### src/rtl/motor_drive_ctrl.sv
// motor_drive_ctrl
//   Turns the 4-bit steering command from the line-following direction logic
//   into two H-bridge channels. Each command is decoded into a per-wheel
//   target duty and rotation sense. Duty changes are slew limited. Every
//   wheel reversal passes through zero duty. Ninety-degree pivots are held
//   for a minimum time.
//
// Ports
//   clk        system clock
//   rst        asynchronous, active-high reset
//   DIR[3:0]   steering command: [3:2] side, [1:0] severity
//   Direction  1 = forwards, 0 = backwards
//   LPWM/RPWM  left/right motor PWM
//   LFWD/RFWD  left/right rotation sense, 1 = forward
//   Busy       high while pivoting or while a wheel's applied duty differs
//              from its target
module motor_drive_ctrl #(
  parameter int PWM_PERIOD  = 1000,
  parameter int RAMP_DIV    = 5000,
  parameter int RAMP_STEP   = 10,
  parameter int DUTY_CRUISE = 800,
  parameter int DUTY_VEER   = 500,
  parameter int DUTY_HARD   = 200,
  parameter int DUTY_PIVOT  = 600,
  parameter int PIVOT_MIN   = 12_500_000
) (
  input  logic       clk,
  input  logic       rst,
  input  logic [3:0] DIR,
  input  logic       Direction,
  output logic       LPWM,
  output logic       RPWM,
  output logic       LFWD,
  output logic       RFWD,
  output logic       Busy
);

  localparam int DW = $clog2(PWM_PERIOD + 1);
  localparam int PW = (PWM_PERIOD > 1) ? $clog2(PWM_PERIOD) : 1;
  localparam int RW = (RAMP_DIV > 1) ? $clog2(RAMP_DIV) : 1;
  localparam int CW = (PIVOT_MIN > 0) ? $clog2(PIVOT_MIN + 1) : 1;

  // Duty constants are clamped into 0..PWM_PERIOD.
  function automatic logic [DW-1:0] sat_duty(input int d);
    if (d <= 0)               return '0;
    else if (d >= PWM_PERIOD) return DW'(PWM_PERIOD);
    else                      return DW'(d);
  endfunction

  localparam logic [DW-1:0] D_CRUISE    = sat_duty(DUTY_CRUISE);
  localparam logic [DW-1:0] D_VEER      = sat_duty(DUTY_VEER);
  localparam logic [DW-1:0] D_HARD      = sat_duty(DUTY_HARD);
  localparam logic [DW-1:0] D_PIVOT     = sat_duty(DUTY_PIVOT);
  localparam logic [DW-1:0] D_STEP      = sat_duty(RAMP_STEP);
  localparam logic [PW-1:0] PWM_LAST    = PW'(PWM_PERIOD - 1);
  localparam logic [RW-1:0] RAMP_LAST   = RW'(RAMP_DIV - 1);
  localparam logic [CW-1:0] PIVOT_LIMIT = CW'(PIVOT_MIN);

  typedef enum logic [1:0] {ST_BRAKE, ST_RUN, ST_PIVOT} state_t;

  state_t               state_q, state_d;
  logic [3:0]           dir_q, dir_d;
  logic                 direction_q, direction_d;
  logic [CW-1:0]        pivot_cnt_q, pivot_cnt_d;
  logic [RW-1:0]        ramp_cnt_q, ramp_cnt_d;
  logic [PW-1:0]        pwm_cnt_q, pwm_cnt_d;
  // Index 0 is the left wheel, index 1 the right wheel.
  logic [1:0][DW-1:0]   tgt_duty_q, tgt_duty_d;
  logic [1:0]           tgt_fwd_q, tgt_fwd_d;
  logic [1:0][DW-1:0]   app_q, app_d;
  logic [1:0]           fwd_q, fwd_d;
  logic [1:0][DW-1:0]   lat_q, lat_d;

  logic                 dec_stop, dec_ninety;
  logic [1:0][DW-1:0]   dec_duty;
  logic [1:0]           dec_fwd;
  logic [1:0][DW-1:0]   eff_duty;
  logic                 ramp_tick, pwm_wrap;

  // Command decode in the forward frame; backwards driving only flips the
  // sense bits, the left/right duty split stays the same.
  always_comb begin
    dec_stop   = 1'b0;
    dec_ninety = 1'b0;
    dec_duty   = {D_CRUISE, D_CRUISE};
    dec_fwd    = 2'b11;
    case (dir_q)
      4'b0000: dec_stop = 1'b0;
      4'b1001: dec_duty[1] = D_VEER;
      4'b1010: dec_duty[1] = D_HARD;
      4'b0101: dec_duty[0] = D_VEER;
      4'b0110: dec_duty[0] = D_HARD;
      4'b1011: begin
        dec_ninety = 1'b1;
        dec_duty   = {D_PIVOT, D_PIVOT};
        dec_fwd    = 2'b01;
      end
      4'b0111: begin
        dec_ninety = 1'b1;
        dec_duty   = {D_PIVOT, D_PIVOT};
        dec_fwd    = 2'b10;
      end
      default: begin
        dec_stop = 1'b1;
        dec_duty = '0;
      end
    endcase
    if (!direction_q) dec_fwd = ~dec_fwd;
  end

  // Mode FSM and target selection. Targets are chosen from the next state so
  // that the decode reaches the target registers one cycle after the input
  // stage. Braking zeroes the duty targets but keeps the target senses.
  always_comb begin
    dir_d       = DIR;
    direction_d = Direction;
    state_d     = state_q;
    pivot_cnt_d = pivot_cnt_q;
    tgt_duty_d  = tgt_duty_q;
    tgt_fwd_d   = tgt_fwd_q;
    case (state_q)
      ST_BRAKE: if (!dec_stop) state_d = ST_RUN;
      ST_RUN: begin
        if (dec_stop) begin
          state_d = ST_BRAKE;
        end else if (dec_ninety) begin
          state_d     = ST_PIVOT;
          pivot_cnt_d = '0;
        end
      end
      ST_PIVOT: begin
        if (dec_stop) begin
          state_d = ST_BRAKE;
        end else if (pivot_cnt_q >= PIVOT_LIMIT) begin
          state_d = ST_RUN;
        end else begin
          pivot_cnt_d = pivot_cnt_q + CW'(1);
        end
      end
      default: state_d = ST_BRAKE;
    endcase
    case (state_d)
      ST_BRAKE: tgt_duty_d = '0;
      ST_RUN: begin
        tgt_duty_d = dec_duty;
        tgt_fwd_d  = dec_fwd;
      end
      ST_PIVOT: begin
        if (state_q != ST_PIVOT) begin
          tgt_duty_d = dec_duty;
          tgt_fwd_d  = dec_fwd;
        end
      end
      default: tgt_duty_d = '0;
    endcase
  end

  // While a wheel's sense disagrees with its target the wheel is steered
  // toward zero, so every reversal crosses zero duty.
  always_comb begin
    for (int i = 0; i < 2; i++) begin
      eff_duty[i] = (tgt_fwd_q[i] != fwd_q[i]) ? '0 : tgt_duty_q[i];
    end
  end

  // Per-wheel slew and sense flip. The flip is suppressed around braking so
  // a reversal only completes when a driving command asks for it.
  always_comb begin
    for (int i = 0; i < 2; i++) begin
      app_d[i] = app_q[i];
      fwd_d[i] = fwd_q[i];
      if (state_d == ST_BRAKE) begin
        app_d[i] = '0;
      end else if ((state_q != ST_BRAKE) && (tgt_fwd_q[i] != fwd_q[i]) &&
                   (app_q[i] == '0)) begin
        fwd_d[i] = tgt_fwd_q[i];
      end else if (ramp_tick) begin
        if (app_q[i] < eff_duty[i]) begin
          app_d[i] = ((eff_duty[i] - app_q[i]) > D_STEP) ? app_q[i] + D_STEP
                                                          : eff_duty[i];
        end else if (app_q[i] > eff_duty[i]) begin
          app_d[i] = ((app_q[i] - eff_duty[i]) > D_STEP) ? app_q[i] - D_STEP
                                                          : eff_duty[i];
        end
      end
    end
  end

  // Free-running slew timer and PWM counter. The compare value is only
  // refreshed at the period wrap so no period is ever cut short.
  always_comb begin
    ramp_tick  = (ramp_cnt_q == RAMP_LAST);
    ramp_cnt_d = ramp_tick ? '0 : ramp_cnt_q + RW'(1);
    pwm_wrap   = (pwm_cnt_q == PWM_LAST);
    pwm_cnt_d  = pwm_wrap ? '0 : pwm_cnt_q + PW'(1);
    lat_d      = pwm_wrap ? app_q : lat_q;
  end

  always_ff @(posedge clk or posedge rst) begin
    if (rst) begin
      state_q     <= ST_BRAKE;
      dir_q       <= 4'b1111;
      direction_q <= 1'b1;
      pivot_cnt_q <= '0;
      ramp_cnt_q  <= '0;
      pwm_cnt_q   <= '0;
      tgt_duty_q  <= '0;
      tgt_fwd_q   <= 2'b11;
      app_q       <= '0;
      fwd_q       <= 2'b11;
      lat_q       <= '0;
    end else begin
      state_q     <= state_d;
      dir_q       <= dir_d;
      direction_q <= direction_d;
      pivot_cnt_q <= pivot_cnt_d;
      ramp_cnt_q  <= ramp_cnt_d;
      pwm_cnt_q   <= pwm_cnt_d;
      tgt_duty_q  <= tgt_duty_d;
      tgt_fwd_q   <= tgt_fwd_d;
      app_q       <= app_d;
      fwd_q       <= fwd_d;
      lat_q       <= lat_d;
    end
  end

  assign LPWM = (DW'(pwm_cnt_q) < lat_q[0]);
  assign RPWM = (DW'(pwm_cnt_q) < lat_q[1]);
  assign LFWD = fwd_q[0];
  assign RFWD = fwd_q[1];
  assign Busy = (state_q == ST_PIVOT) || (app_q[0] != tgt_duty_q[0]) ||
                (app_q[1] != tgt_duty_q[1]);

endmodule

### config.mk
export PLATFORM = sky130hd
export DESIGN_NAME = motor_drive_ctrl
export DESIGN_NICKNAME = d
export VERILOG_FILES = /design/src/rtl/motor_drive_ctrl.sv
export SDC_FILE = /design/constraint.sdc
export NUM_CORES = 1
export LEC_CHECK = 0
export ABC_AREA = 1
export BUFFER_PORTS_ARGS = -buffer_cell sky130_fd_sc_hd__buf_4
export CAP_MARGIN = 20
export CELL_PAD_IN_SITES_DETAIL_PLACEMENT = 1
export CELL_PAD_IN_SITES_GLOBAL_PLACEMENT = 2
export CORE_MARGIN = 8
export CORE_UTILIZATION = 41
export CTS_CLUSTER_SIZE = 10
export DETAILED_ROUTE_END_ITERATION = 7
export HOLD_SLACK_MARGIN = 0.15
export PLACE_DENSITY = 0.88
export SYNTH_ARGS = -nofsm -noshare
export SYNTH_HDL_FRONTEND = slang
export SYNTH_SLANG_ARGS = --single-unit
export TNS_END_PERCENT = 20
### constraint.sdc
create_clock -name clk -period 8.1 [get_ports clk]
set_input_delay 0.405 -clock clk [delete_from_list [all_inputs] [get_ports clk]]
set_output_delay 0.405 -clock clk [all_outputs]
set_load 0.05 [all_outputs]
# After elaboration in Yosys (flattened, before gate mapping)
# Cells that the tools add are included.
# word_totals
input_bits,7
out_inout_bits,5
word_cells,128
reg_bits,118
# op_classes
bitwise_logic,2
muxes,38
n_reduce_logical,27
eq_ne,24
magnitude_cmp,11
n_addsub,11
# ops
cell,n
10-bit 2-to-1 mux,17
24-bit 2-to-1 mux,4
10-bit case mux with 4 select lines,2
24-bit case mux with 2 select lines,1
"10-bit by 4-bit greater-than comparator with 1-bit output, second input constant",4
10-bit < comparator,4
20-bit case mux with 2 select lines,1
10-bit subtractor,4
"24-bit by 1-bit adder with 24-bit output, second input constant",1
"24-bit greater-or-equal comparator, second input constant",1
"10-bit by 4-bit adder with 10-bit output, second input constant",2
10-bit greater-than comparator,2
10-bit logical NOT,2
20-bit 2-to-1 mux,1
10-bit inequality test,2
"10-bit by 4-bit subtractor with 10-bit output, second input constant",2
"2-bit inequality test, second input constant",8
2-bit 2-to-1 mux,7
"13-bit by 1-bit adder with 13-bit output, second input constant",1
"13-bit == test, second input constant",1
13-bit 2-to-1 mux,1
"4-bit by 3-bit == test with 1-bit output, second input constant",3
"4-bit == test, second input constant",3
"10-bit by 1-bit adder with 10-bit output, second input constant",1
other kinds (21),38

# Logic depth before layout (Yosys ltp)
# Gate-level depths: netlist of the first run.
# logic_depth
ltp_word,10
depth_mapped,22
mapped_depth_nobuf,21

# Least setup slack after synthesis of the first run
# OpenSTA, ideal clock, no wires.
# synth_path
path_type,reg-to-reg
startpoint,register fwd_q[0]
endpoint,register app_q[2] (netlist bit)
required_ns,7.984
period_less_slack_ns,3.100
stages_incl_launch_ff,19
slack_ns,5.000
arrival_time_ns,2.984
cell_sequence,dfstp_2 -> xnor2_2 -> buf_6 -> inv_4 -> nor2_1 -> ha_1 -> inv_1 -> fa_1 -> nand2_1 -> nand2_2 -> a21oi_2 -> xor2_2 -> nand3_4 -> nand2_1 -> nand3_1 -> nand2_1 -> inv_1 -> nand2_1 -> nand2_1
# synth_between
elab_chain_cells,10
elab_cells_between_ends,20
# synth_lines
element,line_no,source
from (decl),71,"logic [1:0] fwd_q, fwd_d;"
from (signal assigned),222,fwd_q <= fwd_d;
1-bit inequality test *,"162, 174",
10-bit 2-to-1 mux,162,eff_duty[i] = (tgt_fwd_q[i] != fwd_q[i]) ? '0 : tgt_duty_q[i];
10-bit subtractor,182,app_d[i] = ((app_q[i] - eff_duty[i]) > D_STEP) ? app_q[i] - D_STEP
10-bit by 4-bit greater-than comparator with 1-bit output,182,
10-bit 2-to-1 mux,182,
10-bit 2-to-1 mux,181,end else if (app_q[i] > eff_duty[i]) begin
10-bit 2-to-1 mux,178,if (app_q[i] < eff_duty[i]) begin
10-bit 2-to-1 mux,177,end else if (ramp_tick) begin
10-bit 2-to-1 mux,174,end else if ((state_q != ST_BRAKE) && (tgt_fwd_q[i] != fwd_q[i]) &&
10-bit 2-to-1 mux,172,if (state_d == ST_BRAKE) begin
to (signal assigned),221,app_q <= app_d;
to (decl),70,"logic [1:0][DW-1:0] app_q, app_d;"
# Mark *: on every way between the ends. The rest lies on a longest branch, timed or not. The select of a mux whose other input is x is not followed.
# A chain may end at the register's enable or synchronous reset.

# Final worst setup path of the first run
# layout_path
startpoint,register fwd_q[0]
endpoint,register app_q[8] (netlist bit)
# Same word-level chain as after synthesis.

==> results of run 1 <==
[synth_stat cells, types with 26 or more instances]
master / number
a21oi_1: 34
o21ai_0: 61
nor2_1: 97
dfrtp_1: 99
inv_1: 177
nand4_1: 33
nand2_1: 303
xor2_1: 43
ha_1: 50
nand3_1: 100
nand2_2: 26
[power by group through the flow]
stage                     Sequential, uW  Combinational, uW  Clock, uW
after floorplan                      660               1550          0
after global placement               714               1840          0
after detailed placement             712               1860          0
after CTS                            702               1870        496
after global routing                 713               2080        514
final                                704               1870        483
[flip-flops by register name, indices dropped and copies added, names as in the netlist, 4 cells and up]
name and cells:
ramp_cnt_q 13, dir_q 4, app_q 18, tgt_duty_q 14, pivot_cnt_q 24, pwm_cnt_q 10
lat_q 18
[worst max path at each step]
stage | cells after the start | start | slack, ps | to
2_1_floorplan | 1 | rst | 4860 | app_q[11]
3_3_place_gp | 15 | dir_q[3] | 4450 | tgt_duty_q[9]
6_report | 20 | fwd_q[0] | 4330 | app_q[8]
3_5_place_dp | 19 | fwd_q[0] | 4360 | app_q[8]
4_1_cts | 19 | fwd_q[0] | 4350 | app_q[9]
5_1_grt | 16 | dir_q[2] | 3850 | tgt_duty_q[18]
[through the flow]
step	utilization, %	area (um2)	instances	total power [uW]	setup slack (ps)
detailed placement	43.1	9100	1493	2570	4360
finish	45.0	9490	1516	3050	4330
global route	45.0	9490	1516	3310	3850
floorplan	-	8820	1232	2210	4860
global placement	43.1	9100	1493	2550	4450
CTS	44.9	9460	1515	3070	4350
[per-layer routing]
layer	wire length (um)	share of wire, %	vias to the layer above	track usage, %
met4	267	1.0	0	3.50
li1	-	-	4002	-
met5	0	0	-	0
met1	12800	50	3916	28.7
met3	801	3.1	21	2.68
met2	11800	46	91	32.3
[area by class of cell]
type	instances	area, um2
Fill cell	2729	11600
Clock inverter	6	78.8
Sequential cell	108	2710
Inverter	190	721
Timing Repair Buffer	21	193
Multi-Input combinational cell	906	5210
Clock buffer	10	229
Tap cell	275	344
[timing repair]
action | CTS | global route
hold buffers | 6 | 0
resized for setup | 0 | 0
hold endpoints to repair | 36 | 0
[cells by family (layout without fill, tap and decap cells)]
| group | after synthesis | count (layout) |
|---|---|---|
| compound gates | 153 | 153 |
| xor+xnor | 64 | 64 |
| simple gates | 636 | 636 |
| fa+ha+maj | 52 | 52 |
| buf+inv | 218 | 227 |
| flops | 108 | 108 |
| mux | 1 | 1 |
[worst max-delay path: cells and delay by family (launching register included)]
family                   cells  cell delay, ps
AND/OR/NAND/NOR             12            1670
XOR/XNOR                     1             610
flip-flops                   1             390
adder cells (fa/ha/maj)      1             390
buffers and inverters        4             350
AO/OA/AOI/OAI                2             310
==> run metrics, run 1 <==
status completed; CP dominant cell by count nand2_1; critical path data arrival time 4070 ps; number of vias per cell after detailed routing 5.30; Critical Path Source Type flip-flop; count of flip-flops with a built-in enable after synthesis 0; initial drt markers 390; Port Buffers 11; largest area contributor in the synthesized netlist dfrtp_1; Antenna Violating Nets Remaining 0; TritonCTS clock tree built; most common flop cell mapped by yosys dfrtp_1; wire length after detailed routing 25600 um; root buffer selected by CTS clkbuf_16; H-tree depth 3; startpoint-to-endpoint class of the critical path flip-flop to flip-flop; share of the yosys chip area belonging to registers 30.8%; synthesized instance count 1232; endpoint of the most critical register-to-register path app_q[8]; switching fraction of total power 52.9%; transition time of the tightest slew-check pin 771 ps; final global-route overflow total 0; reg-to-reg setup timing slack 4330 ps; clock transition at the registers of the reported paths 80 ps; routed wire length per instance 16.9 um; clock period minus worst slack 3770 ps; multiplexer area fraction after synthesis 0.128%; final weighted congestion in routability-driven placement 0.835; Hold Path Cell Cnt 1; post-synthesis xor/xnor area fraction 6.83%; CP Cell Sequence xnor2_2, inv_4, nor2_1, inv_1, ha_1, nand2_2, inv_2, nand2_1, nand2_2, a21oi_2, o21ai_1, nand2_1, nand2_1, nand2_1, nand3_4, nor2_4, nand2_1, inv_1, nand2_1, nand2_1; antenna diode count 0; Worst Hold Endpoint pwm_cnt_q[0]; slowest stage cell, crit path xnor2_2; overall die height 163 um; static power due to leakage 0.00466 uW; number of global-route vias before repair 8246; worst hold margin 465 ps; post-DP HPWL 20100 um; Clock Tree Buf Depth 2; most common library cell in the layout ignoring fill and taps nand2_1; WP data required 8400 ps; Setup TNS 0 ps; Comb power frac 61.2%; combined area of all synthesized cells 8820 um2; compound-gate portion of the synthesized area 10.4%; number of placement rows 53; Critical Path End Type flip-flop; unrepaired setup endpoints after global routing false; area share of and/or/nand/nor cells after synthesis 34.2%; antenna violations before repair 0; dominant cells by area after synthesis dfrtp_1 28%, nand2_1 13%, inv_1 7.5%; Setup-failing EPs final 0; number of max-cap violations 0; number of primary I/O pins 12; R2R cell count 20; detailed-route via count 8030; effective utilization at floorplan 41.8%; drt first pass iters 5; residual DRC count 0; Yosys cell types 56; Core ar. 21100 um2; Synth async-reset ratio 100%; Final Hold Viols 0; Post-Synth Adder-Cell Area 7.55%; power share of the sequential group 23.0%; Hold Crit Class flip-flop to flip-flop; Post-Route Skew 12.5 ps; Max Fanout on Critical Path 12; Hold Path Origin pwm_cnt_q[0]; final count of pins violating max slew 0; commonest cells after routing, fill and taps aside 303 x nand2_1, 176 x inv_1, 100 x nand3_1; maximum number of pins on one net before global-route repair 76; horizontal extent of the die 163 um; largest family of logic cells by synthesized area simple AND/OR/NAND/NOR gates; clock sink total 108; setup bufs post-CTS 0; max-slew headroom at the worst pin 48.1%; P&R area growth vs syn 7.66%; internal portion of total power 1440 uW; crit share post-route 46.5%; wire length of the first global-routing pass 43500 um; worst ir drop on vdd 182 uV; power density normalized to cell area 322 nW/um2; number of buffers created by CTS 9; aggregate global-route resource usage 20.1%; fraction of synthesized cell area taken by the top area cell type 28.1%; Yosys warnings 0; mean area per synthesized cell 7.16 um2; net count of the mapped netlist 1291; number of storage elements in the synthesis netlist 108; die area 26500 um2; fmax 265 MHz; share of cells above drive strength 1 10.4%; share of total power in the clock network 15.8%; net load switching power 1620 uW; reg-to-reg startpoint fwd_q[0]; Worst path max stage delay 610 ps; worst skew pair latency 370 ps; Final #Nets 1295
Note: power is estimated with default switching activity, not from simulation.
==> run 2, diff against run 1 <==
Settings changed: ABC_AREA 1 to 0, CORE_UTILIZATION 41 to 40, PLACE_DENSITY 0.88 to 0.82.
Clock period 8.1 ns to 3.58 ns, I/O delays scaled along.
==> run 2 against run 1 <==
Non-clock buffer count up 83. Via count is 9.5% lower. Register-to-register slack worse by 4200 ps. Core utilization grew 3.0 points. Die area fell by 5.6%. Clock skew decreased by 1.3 ps. Power increased by 100%. Global-route usage about the same. Hold slack better by 6.1 ps. Synthesized cell count decreased by 22%. Design area up 1.4%. Critical path type unchanged. Largest power group unchanged. Highest routed layer unchanged.
==> run metrics, run 2 <==
status completed (unchanged); critical path data arrival time 3680 ps (was 4070 ps); transition time of the tightest slew-check pin 755 ps (was 771 ps); Synth async-reset ratio 100% (unchanged); net load switching power 2640 uW (was 1620 uW); wire length after detailed routing 24300 um (was 25600 um); wire length of the first global-routing pass 40200 um (was 43500 um); clock transition at the registers of the reported paths 80 ps (about the same); number of buffers created by CTS 9 (unchanged); TritonCTS clock tree built (unchanged); detailed-route via count 7269 (was 8030); drt first pass iters 4 (was 5); routed wire length per instance 18.7 um (was 16.9 um); slowest stage cell, crit path dfstp_4 (was xnor2_2); Placed Cells 1266 (was 1493); commonest cells after routing, fill and taps aside 109 x nand2_1, 99 x dfrtp_1, 93 x buf_4 (was 303 x nand2_1, 176 x inv_1, 100 x nand3_1); crit share post-route 96.1% (was 46.5%); internal portion of total power 3480 uW (was 1440 uW); switching fraction of total power 43.2% (was 52.9%); Clock Tree Buf Depth 2 (unchanged); Worst path max stage delay 650 ps (was 610 ps); Setup-failing EPs final 0 (unchanged); most common library cell in the layout ignoring fill and taps nand2_1 (unchanged); Hold Path Origin pwm_cnt_q[0] (unchanged); Port Buffers 11 (unchanged); Post-Route Skew 11.3 ps (was 12.5 ps); worst skew pair latency 360 ps (was 370 ps); fraction of synthesized cell area taken by the top area cell type 30.7% (was 28.1%); clock period minus worst slack 3440 ps (was 3770 ps); root buffer selected by CTS clkbuf_16 (unchanged); final design utilization 48.0% (was 45.0%); startpoint-to-endpoint class of the critical path flip-flop to flip-flop (unchanged); footprint of the flip-flops and latches 2720 um2 (was 2710 um2); static power due to leakage 0.00416 uW (was 0.00466 uW); number of storage elements in the synthesis netlist 108 (unchanged); power density normalized to cell area 636 nW/um2 (was 322 nW/um2); Layout Cell Area excl Fill 9630 um2 (was 9490 um2); number of placement rows 52 (was 53); Final Hold Viols 0 (unchanged); multi-input combinational cell area 5240 um2 (was 5210 um2); number of vias per cell after detailed routing 5.59 (was 5.30); synthesized instance count 960 (was 1232); Critical Path Source Type flip-flop (unchanged); cell with the most instances after synthesis nand2_1 (unchanged); most common flop cell mapped by yosys dfrtp_1 (unchanged); number of global-route vias before repair 7578 (was 8246); clock sink total 108 (unchanged); mean area per synthesized cell 8.40 um2 (was 7.16 um2); Comb power frac 59.6% (was 61.2%); share of the yosys chip area belonging to registers 33.6% (was 30.8%); WP data required 3820 ps (was 8400 ps); antenna diode count 0 (unchanged); total cell area at the placement stage 8890 um2 (was 9100 um2); Finished Layout Cells 1300 (was 1516); number of primary I/O pins 12 (unchanged); initial drt markers 360 (was 390); Yosys warnings 0 (unchanged); overall die height 158 um (was 163 um); Hold Crit Class flip-flop to flip-flop (unchanged); CP dominant cell by count nand2_1 (unchanged); power share of the sequential group 23.4% (was 23.0%); Largest Register pivot_cnt_q (unchanged); P&R area growth vs syn 19.3% (was 7.66%); reg-to-reg startpoint fwd_q[0] (unchanged); share of total power in the clock network 17.0% (was 15.8%); H-tree depth 3 (unchanged); Antenna Violating Nets Remaining 0 (unchanged); residual DRC count 0 (unchanged); fill cell instance count of the final layout 2425 (was 2729); Core ar. 20000 um2 (was 21100 um2); share of cells above drive strength 1 19.2% (was 10.4%); Final #Nets 1085 (was 1295); worst ir drop on vdd 302 uV (was 182 uV); effective utilization at floorplan 40.3% (was 41.8%); flip-flop count of the largest register after layout 24 (unchanged); unrepaired setup endpoints after global routing true (was false); worst hold margin 471 ps (was 465 ps); Max Fanout on Critical Path 10 (was 12); max-slew headroom at the worst pin 49.7% (was 48.1%); die area 25000 um2 (was 26500 um2); count of flip-flops with a built-in enable after synthesis 0 (unchanged); aggregate global-route resource usage 20.2% (was 20.1%); antenna violations before repair 0 (unchanged); largest registers pivot_cnt_q (24), app_q (18), lat_q (18) (unchanged); worst setup path start fwd_q[0] (unchanged); final weighted congestion in routability-driven placement 0.837 (was 0.835); CP Cell Sequence xnor2_4, buf_4, nand2_1, ha_2, nand2_1, nor2_1, a221oi_2, xor2_1, nand4_1, buf_4, mux2i_4, nand2_1, o31ai_1, a221o_1 (was xnor2_2, inv_4, nor2_1, inv_1, ha_1, nand2_2, inv_2, nand2_1, nand2_2, a21oi_2, o21ai_1, nand2_1, nand2_1, nand2_1, nand3_4, nor2_4, nand2_1, inv_1, nand2_1, nand2_1); top cells by instance count after synthesis 111 x nand2_1, 99 x dfrtp_1, 74 x nor2_1 (was 303 x nand2_1, 177 x inv_1, 100 x nand3_1); number of max-cap violations 0 (unchanged); maximum number of pins on one net before global-route repair 59 (was 76); dominant cells by area after synthesis dfrtp_1 31%, ha_1 7.8%, nand2_1 5.2% (was dfrtp_1 28%, nand2_1 13%, inv_1 7.5%); largest area contributor in the synthesized netlist dfrtp_1 (unchanged); Yosys cell types 81 (was 56); horizontal extent of the die 158 um (was 163 um); fmax 291 MHz (was 265 MHz); net count of the mapped netlist 1019 (was 1291); final global-route overflow total 0 (unchanged); Critical Path End Type flip-flop (unchanged); final count of pins violating max slew 0 (unchanged); Overall Power 6120 uW (was 3050 uW); post-DP HPWL 17900 um (was 20100 um); combined area of all synthesized cells 8070 um2 (was 8820 um2)
[run 2: repair_timing]
action / in CTS / in global routing
endpoints found under the setup margin: 4 / 18
resized for setup: 9 / 51
hold buffers: 6 / 0
endpoints found under the hold margin: 53 / 0
gates cloned: 0 / 1
pin swaps: 2 / 16
buffers inserted: 1 / 11
[run 2: path summary, 6_finish.rpt]
check | endpoint | slack, ps | cells past startpoint
max in group asynchronous | lat_q[19] | 2260 | 4
hold reg to reg | pwm_cnt_q[0] | 470 | 1
hold / removal | pwm_cnt_q[0] | 470 | 1
setup reg to reg | app_q[8] | 140 | 14
setup / recovery | app_q[8] | 140 | 14
min in group asynchronous | pivot_cnt_q[21] | 530 | 3
[run 2: metrics by stage]
stage	TNS, ps	setup slack, ps
2_1_floorplan	-279	-81.2
3_3_place_gp	-32.5	-20.7
3_5_place_dp	-189	-130
4_1_cts	0	7.45
5_1_grt	-26.9	-13.7
6_report	0	139
[run 2: layer usage]
metal	GRT usage, %	vias up	routed length (um)
li1	-	3551	-
met1	28.1	3560	11900
met2	31.9	128	11100
met3	3.17	30	837
met4	5.21	0	478
met5	0	-	0
[run 2: final cells by class]
type,count,share of cell area (%)
multi-input cells,754,54.4
well taps,270,3.51
clock inverters,5,0.663
repair buffers,104,8.88
clock buffers,10,2.38
flip-flops and latches,108,28.2
inverters,49,1.94
[run 2: power groups by stage]
stage / clock (uW) / combinational [uW] / sequential [uW]
global route: 1110 / 3940 / 1450
detailed placement: 0 / 3160 / 1450
CTS: 1070 / 3230 / 1430
global placement: 0 / 3120 / 1450
floorplan: 0 / 2120 / 1460
finish: 1040 / 3650 / 1440
[run 2: cell families after synthesis]
| kind of cell | share of synthesized area (%) |
|---|---|
| AOI/OAI and AO/OA | 19.4 |
| xor gates and xnor gates | 8.13 |
| adders and majority gates | 8.25 |
| buffers and inverters | 5.09 |
| DFF | 33.6 |
| muxes | 1.58 |
| and+or+nand+nor | 23.9 |
[run 2: worst max-delay path, delay by kind of cell, from the launching register on]
kind                     cells  cell delay (ps)
multiplexers                 1              180
buffers and inverters        2              430
flip-flops                   1              650
AO/OA/AOI/OAI                3              490
AND/OR/NAND/NOR              5              810
adder cells (fa/ha/maj)      1              460
XOR/XNOR                     2              300
